`src/rtl/traffic_pkg.sv`:
```
`default_nettype none
// ============================================================================
//  Module   : traffic_pkg
//  Purpose  : Shared road, phase and lamp encodings for the traffic
//             intersection sequencer and any consumer of TG green times.
//  Contents : ROAD_N..ROAD_W road codes, phase_e enum, LAMP_* lamp vectors,
//             default green clamp limits, lamp_for() helper.
//  Revision : 1.0 - initial release
// ============================================================================
package traffic_pkg;

  // Road encoding, shared with the adaptation unit on next_road / cur_road.
  localparam logic [1:0] ROAD_N = 2'd0;
  localparam logic [1:0] ROAD_E = 2'd1;
  localparam logic [1:0] ROAD_S = 2'd2;
  localparam logic [1:0] ROAD_W = 2'd3;

  typedef enum logic [1:0] {
    PH_ALL_RED = 2'd0,
    PH_GREEN   = 2'd1,
    PH_YELLOW  = 2'd2
  } phase_e;

  // Lamp vectors are {R,Y,G}, exactly one bit set.
  localparam logic [2:0] LAMP_R = 3'b100;
  localparam logic [2:0] LAMP_Y = 3'b010;
  localparam logic [2:0] LAMP_G = 3'b001;

  // Default green-time clamp limits, in ticks.
  localparam int DEF_TG_MIN = 10;
  localparam int DEF_TG_MAX = 120;

  // Lamp shown by the road that owns (or last owned) green.
  function automatic logic [2:0] lamp_for(input phase_e ph);
    logic [2:0] lamp;
    case (ph)
      PH_GREEN:  lamp = LAMP_G;
      PH_YELLOW: lamp = LAMP_Y;
      default:   lamp = LAMP_R;
    endcase
    return lamp;
  endfunction

endpackage
`default_nettype wire

```
`src/rtl/tg_clamp.sv`:
```
`default_nettype none
// ============================================================================
//  Module   : tg_clamp
//  Purpose  : Combinational saturating clamp for an 8-bit green time.
//             bit7 set means the producer underflowed and is treated as the
//             floor; otherwise the value is limited to [TG_MIN, TG_MAX].
//  Ports    : tg_i [7:0] raw green time in ticks
//             tg_o [7:0] clamped green time in ticks
//  Revision : 1.0 - initial release
// ============================================================================
module tg_clamp
  import traffic_pkg::*;
#(
  parameter int TG_MIN = DEF_TG_MIN,
  parameter int TG_MAX = DEF_TG_MAX
) (
  input  logic [7:0] tg_i,
  output logic [7:0] tg_o
);

  localparam logic [7:0] c_tg_min = 8'(TG_MIN);
  localparam logic [7:0] c_tg_max = 8'(TG_MAX);

  always_comb begin
    tg_o = tg_i;
    if (tg_i[7]) begin
      tg_o = c_tg_min;
    end else if (tg_i < c_tg_min) begin
      tg_o = c_tg_min;
    end else if (tg_i > c_tg_max) begin
      tg_o = c_tg_max;
    end
  end

endmodule
`default_nettype wire

```
`src/rtl/traffic_phase_sequencer.sv`:
```
`default_nettype none
// ============================================================================
//  Module   : traffic_phase_sequencer
//  Purpose  : Cycles the approaches N->E->S->W through GREEN, YELLOW and
//             ALL_RED, consuming per-road green times TGn..TGw. next_road is
//             published at the GREEN->YELLOW edge so the adaptation unit has
//             YELLOW_T+ALLRED_T ticks to settle the matching TG before it is
//             sampled on the ALL_RED->GREEN edge.
//  Ports    : clk, reset (sync, active-low), tick (time-base enable)
//             TGn/TGe/TGs/TGw [7:0] green times, bit7 = underflow
//             next_road, cur_road [1:0]; phase [1:0]; time_left [7:0]
//             light_n/e/s/w [2:0] {R,Y,G}; cycle_done (W green->yellow)
//  Option   : TRAFFIC_PREEMPT_EN adds preempt / preempt_road inputs that
//             force the running green to yellow and steer the next green.
//  Revision : 1.0 - initial release
// ============================================================================
module traffic_phase_sequencer
  import traffic_pkg::*;
#(
  parameter int TG_MIN   = DEF_TG_MIN,
  parameter int TG_MAX   = DEF_TG_MAX,
  parameter int YELLOW_T = 4,
  parameter int ALLRED_T = 2
) (
  input  logic       clk,
  input  logic       reset,
  input  logic       tick,
`ifdef TRAFFIC_PREEMPT_EN
  input  logic       preempt,
  input  logic [1:0] preempt_road,
`endif
  input  logic [7:0] TGn,
  input  logic [7:0] TGe,
  input  logic [7:0] TGs,
  input  logic [7:0] TGw,
  output logic [1:0] next_road,
  output logic [1:0] cur_road,
  output logic [1:0] phase,
  output logic [7:0] time_left,
  output logic [2:0] light_n,
  output logic [2:0] light_e,
  output logic [2:0] light_s,
  output logic [2:0] light_w,
  output logic       cycle_done
);

  localparam logic [7:0] c_yellow = 8'(YELLOW_T);
  localparam logic [7:0] c_allred = 8'(ALLRED_T);
`ifdef TRAFFIC_PREEMPT_EN
  localparam logic [7:0] c_tg_max = 8'(TG_MAX);
`endif

  phase_e     phase_q, phase_d;
  logic [1:0] cur_q, cur_d;
  logic [1:0] next_q, next_d;
  logic [7:0] left_q, left_d;
  logic       done_q, done_d;
  logic [2:0] lights_q [4];
  logic [2:0] lights_d [4];

  logic [1:0] w_target;
  logic [7:0] w_tg_sel;
  logic [7:0] w_tg_clamped;

  // Road that the next ALL_RED->GREEN edge will grant. A preempt request
  // outside GREEN only steers this target.
`ifdef TRAFFIC_PREEMPT_EN
  assign w_target = (preempt && (phase_q != PH_GREEN)) ? preempt_road : next_q;
`else
  assign w_target = next_q;
`endif

  always_comb begin
    case (w_target)
      ROAD_N:  w_tg_sel = TGn;
      ROAD_E:  w_tg_sel = TGe;
      ROAD_S:  w_tg_sel = TGs;
      default: w_tg_sel = TGw;
    endcase
  end

  tg_clamp #(
    .TG_MIN (TG_MIN),
    .TG_MAX (TG_MAX)
  ) u_tg_clamp (
    .tg_i (w_tg_sel),
    .tg_o (w_tg_clamped)
  );

  // --------------------------------------------------------------------------
  // State register
  // --------------------------------------------------------------------------
  always_ff @(posedge clk) begin
    if (!reset) begin
      phase_q <= PH_ALL_RED;
      cur_q   <= ROAD_W;
      next_q  <= ROAD_N;
      left_q  <= c_allred;
      done_q  <= 1'b0;
      for (int i = 0; i < 4; i++) begin
        lights_q[i] <= LAMP_R;
      end
    end else begin
      phase_q <= phase_d;
      cur_q   <= cur_d;
      next_q  <= next_d;
      left_q  <= left_d;
      done_q  <= done_d;
      for (int i = 0; i < 4; i++) begin
        lights_q[i] <= lights_d[i];
      end
    end
  end

  // --------------------------------------------------------------------------
  // Next-state logic. Everything holds on non-tick cycles; a phase ends on
  // the tick where time_left is 1, so it lasts exactly its loaded value.
  // --------------------------------------------------------------------------
  always_comb begin
    phase_d = phase_q;
    cur_d   = cur_q;
    next_d  = next_q;
    left_d  = left_q;
    done_d  = 1'b0;
    if (tick) begin
      next_d = w_target;
`ifdef TRAFFIC_PREEMPT_EN
      if (preempt && (phase_q == PH_GREEN) && (cur_q != preempt_road)) begin
        phase_d = PH_YELLOW;
        left_d  = c_yellow;
        next_d  = preempt_road;
        done_d  = (cur_q == ROAD_W);
      end else if (preempt && (phase_q == PH_GREEN)) begin
        // Preempting road keeps green for as long as the request is held.
        left_d = c_tg_max;
      end else
`endif
      if (left_q > 8'd1) begin
        left_d = left_q - 8'd1;
      end else begin
        case (phase_q)
          PH_ALL_RED: begin
            phase_d = PH_GREEN;
            cur_d   = w_target;
            left_d  = w_tg_clamped;
          end
          PH_GREEN: begin
            phase_d = PH_YELLOW;
            left_d  = c_yellow;
            next_d  = cur_q + 2'd1;
            done_d  = (cur_q == ROAD_W);
          end
          default: begin
            phase_d = PH_ALL_RED;
            left_d  = c_allred;
          end
        endcase
      end
    end
  end

  // --------------------------------------------------------------------------
  // Output logic: lamps are computed from the next state and registered on
  // the same edge as phase, so only the owning road can ever be non-red.
  // --------------------------------------------------------------------------
  for (genvar g = 0; g < 4; g++) begin : g_lamp
    assign lights_d[g] = (cur_d == 2'(g)) ? lamp_for(phase_d) : LAMP_R;
  end

  assign next_road  = next_q;
  assign cur_road   = cur_q;
  assign phase      = phase_q;
  assign time_left  = left_q;
  assign cycle_done = done_q;
  assign light_n    = lights_q[0];
  assign light_e    = lights_q[1];
  assign light_s    = lights_q[2];
  assign light_w    = lights_q[3];

endmodule
`default_nettype wire

```
`config.mk`:
```
export PLATFORM = sky130hd
export DESIGN_NAME = traffic_phase_sequencer
export DESIGN_NICKNAME = d
export VERILOG_FILES = /design/src/rtl/traffic_pkg.sv /design/src/rtl/tg_clamp.sv /design/src/rtl/traffic_phase_sequencer.sv
export SDC_FILE = /design/constraint.sdc
export NUM_CORES = 1
export LEC_CHECK = 0
export ABC_CLOCK_PERIOD_IN_PS = 6280
export CAP_MARGIN = 20
export CORE_ASPECT_RATIO = 1.5
export CORE_MARGIN = 2
export CORE_UTILIZATION = 38
export CTS_CLUSTER_DIAMETER = 60
export DETAILED_ROUTE_END_ITERATION = 8
export PLACE_DENSITY_LB_ADDON = 0.15
export RECOVER_POWER = 100
export SLEW_MARGIN = 20
export SYNTH_ARGS = -nofsm -noshare
export SYNTH_HDL_FRONTEND = slang
export SYNTH_SLANG_ARGS = --single-unit
```
`constraint.sdc`:
```
create_clock -name clk -period 6.28 [get_ports clk]
set_input_delay 1.256 -clock clk [delete_from_list [all_inputs] [get_ports clk]]
set_output_delay 1.256 -clock clk [all_outputs]
set_load 0.005 [all_outputs]
```
==> impl_metrics.env, run 1 <==
export IMPL_status="complete, no violations"
export IMPL_viasPerCell=5.56
export IMPL_arrival_ns=4.02
export IMPL_post_route_period_util_pct=61.2
export IMPL_hold_path_class="reg2reg"
export IMPL_cts_hold_buffers=0
export IMPL_routedWlPerCell_um=15.7
export IMPL_placed_area_sq_mm=0.00220
export IMPL_end_kind="flop"
export IMPL_hold_path_startpoint="cur_road[1]"
export IMPL_clkTransAtPathRegs_ns=0.11
export IMPL_layout_nets=259
export IMPL_die_x_um=56.5
export IMPL_start_util_pct=39.7
export IMPL_dp_hpwl_um=3280
export IMPL_yosys_area_share_adder_pct=3.98
export IMPL_synth_compound_area_share_pct=13.7
export IMPL_async_flop_share_pct=0
export IMPL_cts_path_max_buffers=2
export IMPL_dp_cells=259
export IMPL_grt_max_degree=21
export IMPL_yosysWarnings=0
export IMPL_synth_top_cell_area_share_pct=34.4
export IMPL_yosysMostFrequentCell="dfxtp_1"
export IMPL_drt_first_pass_iters=4
export IMPL_vdd_drop_max_v=0.000171
export IMPL_post_cts_buffers=0
export IMPL_core_sq_mm=0.00396
export IMPL_holdPathEnd="cur_road[1]"
export IMPL_die_h_um=82.8
export IMPL_drt_iter0_markers=35
export IMPL_final_util_pct=56.5
export IMPL_synth_edf_count=0
export IMPL_io_pins=62
export IMPL_fin_skew_ns=0.0103
export IMPL_relSlewSlack_pct=51.6
export IMPL_synth_area_leaders="dfxtp_1 34%, mux4_2 11%, ha_1 4.0%"
export IMPL_leakage_nw=0.881
export IMPL_yosysSeqAreaShare_pct=34.4
export IMPL_diodes=0
export IMPL_crit_path_start_kind="input pin"
export IMPL_reg2reg_from="time_left[0]"
export IMPL_grt_pass1_wl_um=6460
export IMPL_die_area_sq_mm=0.00468
export IMPL_cp_required_ns=6.45
export IMPL_period_needed_ns=3.85
export IMPL_rsz0062_at_grt="no"
export IMPL_synth_seq_cells=27
export IMPL_synthSimpleGateAreaFrac_pct=26.3
export IMPL_row_count=28
export IMPL_maxSlewViolCount=0
export IMPL_layoutNonFillerInstCount=263
export IMPL_overflow=0
export IMPL_synth_cell_type_count=51
export IMPL_powerDensity_mw_per_mm2=222
export IMPL_synthFlopType="dfxtp_1"
export IMPL_first_global_vias=1460
export IMPL_rr_worst_depth=9
export IMPL_final_layout_size_suffix_gt1_share_pct=10.6
export IMPL_max_slew_worst_pin_slew_ns=0.725
export IMPL_routed_wl_um=4140
export IMPL_clk_latency_ns=0.27
export IMPL_area_delta_synth_final_pct=42.2
export IMPL_crit_fanout=11
export IMPL_place_port_buffers=61
export IMPL_finalInstanceArea_sq_mm=0.00224
export IMPL_drtAntennaViolNets=0
export IMPL_cts_buffers=3
export IMPL_antenna_found_initial=0
export IMPL_setup_violations_final=0
export IMPL_syn_area_per_cell_sq_um=9.77
export IMPL_drcViolationCount=0
export IMPL_cts_resized_gates=0
export IMPL_cts_tree="built"
export IMPL_path_class="in2reg"
export IMPL_setup_tns_ns=0
export IMPL_whs_ns=0.580
export IMPL_hold_depth=2
export IMPL_synth_cells=161
export IMPL_track_usage_pct=17.3
export IMPL_synthMuxAreaShare_pct=15.4
export IMPL_synth_xor_area_share_pct=1.67
export IMPL_ctsRootBufferMaster="clkbuf_8"
export IMPL_syn_num_nets=201
export IMPL_netlist_area_sq_mm=0.00157
export IMPL_cap_violations=0
export IMPL_clock_sinks=27
export IMPL_gp_congestion=0.826
export IMPL_r2r_end="lights_q[3][2]"
export IMPL_hold_viol=0
export IMPL_cts_htree_levels=1
export IMPL_yosysTopAreaCell="dfxtp_1"
export IMPL_fmax_ghz=0.260
export IMPL_synth_top_family_by_area="simple AND/OR/NAND/NOR gates"
export IMPL_synth_commonest_cells="27 x dfxtp_1, 9 x nor2_1, 8 x inv_1, 8 x mux4_2, 8 x o21ai_0"
export IMPL_rrSetupSlack_ns=3.46
export IMPL_num_vias=1463
stage by stage:
| step | power, mW | setup slack, ns |
|---|---|---|
| finish | 0.497 | 2.43 |
| global route | 0.526 | 2.26 |
| CTS | 0.507 | 2.53 |
| detailed placement | 0.404 | 2.24 |
| global placement | 0.400 | 2.29 |
| floorplan | 0.326 | 3.15 |
registers in the layout, summed over array words and instances (netlist names):
signal      count
cycle_done      1
lights_q       12
next_road       2
cur_road        2
phase           2
time_left       8
power by group:
part	switching [mW]	internal (mW)
sequential	0.0243	0.187
clock	0.0579	0.0465
combinational	0.0867	0.0947
worst max-delay path: stages:
cell,delay [ns]
dlygate4sd3_1,0.78
or3b_1,0.47
or3_1,0.44
nor2b_1,0.32
a21oi_1,0.13
inv_1,0.08
ha_1,0.24
or2_2,0.29
layout make-up:
type                            count  area (sq um)
Tap cell                           45          56.3
Clock buffer                        3          41.3
Sequential cell                    27           541
Timing Repair Buffer               61           611
Fill cell                         373          1720
Inverter                            8          30.0
Clock inverter                      1          8.76
Multi-Input combinational cell    118           948
routing by layer:
| layer | part of all wire, % | wire length, um | vias up | global-route usage, % |
|---|---|---|---|---|
| met5 | 0 | 0 | - | 0 |
| met2 | 55 | 2260 | 45 | 33.3 |
| met4 | 1.8 | 76 | 0 | 6.67 |
| met1 | 39 | 1620 | 707 | 19.1 |
| li1 | - | - | 703 | - |
| met3 | 4.4 | 183 | 8 | 2.33 |
cells in the final DEF (no fill, tap or decap), types with 2 or more instances in the layout:
| cell | Yosys | routed |
|---|---|---|
| nor3_1 | 4 | 5 |
| clkbuf_8 | 0 | 3 |
| nor2b_1 | 6 | 6 |
| a21oi_1 | 3 | 3 |
| nand4_1 | 2 | 2 |
| mux4_2 | 8 | 8 |
| nand3_1 | 5 | 5 |
| or3_1 | 4 | 4 |
| nor3b_1 | 2 | 2 |
| or2_1 | 2 | 2 |
| dlygate4sd3_1 | 0 | 29 |
| a31oi_1 | 2 | 2 |
| clkdlybuf4s50_1 | 0 | 32 |
| xor2_1 | 2 | 2 |
| inv_1 | 8 | 8 |
| nand2b_1 | 2 | 2 |
| a21boi_0 | 2 | 2 |
| or2_2 | 3 | 3 |
| o211a_1 | 2 | 2 |
| o21ai_1 | 3 | 3 |
| nor4_1 | 2 | 2 |
| mux2_2 | 2 | 2 |
| nor3b_2 | 2 | 2 |
| and3_1 | 3 | 3 |
| dfxtp_1 | 27 | 27 |
| nor2_1 | 9 | 9 |
| ha_1 | 5 | 5 |
| mux2i_1 | 4 | 4 |
| nand2_1 | 7 | 7 |
| or4_1 | 2 | 3 |
| o21ai_0 | 8 | 8 |
| o21a_1 | 2 | 2 |
how the worst max path moves through the flow:
stage               depth (start not counted)  slack [ns]        endpoint  start
finish                                      8        2.43  lights_q[3][2]   tick
global route                                8        2.26  lights_q[3][2]   tick
CTS                                         8        2.53  lights_q[3][2]   tick
detailed placement                          8        2.24  lights_q[3][2]   tick
global placement                            8        2.29  lights_q[3][2]   tick
floorplan                                   7        3.15  lights_q[3][2]   tick
kinds of logic after synthesis:
| family | after synthesis |
|---|---|
| and+or+nand+nor | 64 |
| adders and majority gates | 5 |
| AOI/OAI and AO/OA | 32 |
| muxes | 14 |
| DFF | 27 |
| buffers and inverters | 16 |
| xor gates and xnor gates | 3 |
Note: power is estimated with default switching activity, not from simulation.
==> inputs of run 2 (changes only) <==
Settings changed: ABC_CLOCK_PERIOD_IN_PS 6280 to 3200.
Clock period 6.28 ns to 3.2 ns, I/O delays scaled along.
==> impl_metrics.env, run 2 (synthesis gave the netlist of run 1 again) <==
export IMPL_status="complete, no violations"
export IMPL_post_route_period_util_pct=89.7
export IMPL_cts_buffers=3
export IMPL_layout_nets=263
export IMPL_grt_pass1_wl_um=6880
export IMPL_overflow=0
export IMPL_setup_violations_final=0
export IMPL_start_util_pct=39.7
export IMPL_powerDensity_mw_per_mm2=429
export IMPL_crit_path_start_kind="input pin"
export IMPL_period_needed_ns=2.87
export IMPL_leakage_nw=0.886
export IMPL_cp_slowest_cell="dlygate4sd3_1"
export IMPL_path_delay_family="simple AND/OR/NAND/NOR gates"
export IMPL_hold_path_startpoint="cur_road[1]"
export IMPL_core_sq_mm=0.00396
export IMPL_cap_violations=0
export IMPL_nFillCells=364
export IMPL_hold_viol=0
export IMPL_clock_sinks=27
export IMPL_routed_wl_um=4180
export IMPL_drt_first_pass_iters=4
export IMPL_die_area_sq_mm=0.00468
export IMPL_rr_worst_depth=7
export IMPL_largest_reg_flops=12
export IMPL_first_global_vias=1510
export IMPL_cp_required_ns=3.37
export IMPL_maxSlewViolCount=0
export IMPL_r2r_end="time_left[1]"
export IMPL_clk_latency_ns=0.27
export IMPL_routedWlPerCell_um=15.7
export IMPL_path_cells="dlygate4sd3_1, or3b_1, or3_1, a21oi_1, inv_1, ha_1, or2_2"
export IMPL_slowest_delay_ns=0.55
export IMPL_num_vias=1475
export IMPL_final_layout_size_suffix_gt1_share_pct=11.3
export IMPL_ctsRootBufferMaster="clkbuf_8"
export IMPL_total_power_uw=967
export IMPL_drt_iter0_markers=48
export IMPL_place_port_buffers=61
export IMPL_hold_depth=2
export IMPL_path_class="in2reg"
export IMPL_die_x_um=56.5
export IMPL_cts_resized_gates=0
export IMPL_cts_tree="built"
export IMPL_antenna_found_initial=0
export IMPL_setup_tns_ns=0
export IMPL_rrSetupSlack_ns=0.37
export IMPL_drcViolationCount=0
export IMPL_fin_skew_ns=0.00379
export IMPL_arrival_ns=3.04
export IMPL_row_count=28
export IMPL_io_pins=62
export IMPL_holdPathEnd="cur_road[1]"
export IMPL_gp_congestion=0.818
export IMPL_crit_fanout=5
export IMPL_mostFrequentLayoutCell="clkdlybuf4s50_1"
export IMPL_rsz0062_at_grt="no"
export IMPL_dp_hpwl_um=3340
export IMPL_final_cell_mix="34 x clkdlybuf4s50_1, 27 x dfxtp_1, 27 x dlygate4sd3_1"
export IMPL_drtAntennaViolNets=0
export IMPL_end_kind="flop"
export IMPL_reg2reg_from="time_left[0]"
export IMPL_grt_max_degree=21
export IMPL_area_delta_synth_final_pct=43.4
export IMPL_finalInstanceArea_sq_mm=0.00225
export IMPL_cts_htree_levels=1
export IMPL_diodes=0
export IMPL_regMostFlops="lights_q"
export IMPL_placed_area_sq_mm=0.00223
export IMPL_clkTransAtPathRegs_ns=0.10
export IMPL_critical_path_buf_inv_count=2
export IMPL_vdd_drop_max_v=0.000351
export IMPL_viasPerCell=5.52
export IMPL_fmax_ghz=0.349
export IMPL_cts_path_max_buffers=2
export IMPL_hold_path_class="reg2reg"
export IMPL_relSlewSlack_pct=28.8
export IMPL_track_usage_pct=18.4
export IMPL_post_cts_buffers=0
export IMPL_cts_hold_buffers=0
export IMPL_max_slew_worst_pin_slew_ns=1.06
export IMPL_die_h_um=82.8
## run 2: layer usage
| layer | GRT usage [%] | up-vias | share of wire, % |
|---|---|---|---|
| li1 | - | 714 | - |
| met1 | 20.7 | 716 | 39 |
| met2 | 34.5 | 37 | 54 |
| met3 | 2.64 | 8 | 3.4 |
| met4 | 7.62 | 0 | 3.0 |
| met5 | 0 | - | 0 |
## run 2: layout make-up
class	instances	area [sq um]	area share, %
inverter	8	30.0	1.33
clock inverter	1	7.51	0.333
timing repair buffer	65	633	28.1
clock buffer	3	41.3	1.83
sequential	27	541	24.0
multi-input combinational	118	946	42.0
tap	45	56.3	2.50
## run 2: stage by stage
stage                     hold slack (ns)  std cells  util, %  worst slack [ns]
final                               0.588        267     57.0             0.331
after global routing                0.613        267     57.0             0.206
after CTS                           0.592        267     57.5             0.457
after detailed placement            0.578        263     56.3             0.173
after global placement              0.563        263     56.3             0.218
after floorplan                     0.523        161        -             0.691
## run 2: report_power, final
group	total, mW	switching [mW]	internal [mW]
Combinational	0.356	0.167	0.189
Clock	0.198	0.109	0.0883
Sequential	0.413	0.0467	0.367
## run 2: tightest hold or removal path, delay by kind of cell (launching register included)
family / cells / cell delay [ns]
DFF: 1 / 0.39
and+or+nand+nor: 2 / 0.16
## run 2: worst max-delay path by stage
| stage | cells after the start | end | from | slack, ns |
|---|---|---|---|---|
| floorplan | 7 | lights_q[3][2] | tick | 0.69 |
| global placement | 7 | lights_q[3][2] | tick | 0.22 |
| detailed placement | 7 | lights_q[3][2] | tick | 0.17 |
| CTS | 7 | lights_q[3][2] | tick | 0.46 |
| global route | 7 | lights_q[3][2] | tick | 0.21 |
| finish | 7 | lights_q[3][2] | tick | 0.33 |
==> inputs of run 3 (changes only) <==
Settings changed: ABC_CLOCK_PERIOD_IN_PS 3200 to unset.
==> results of run 3 <==
The final DEF is identical to that of run 2; final timing and power are the same.
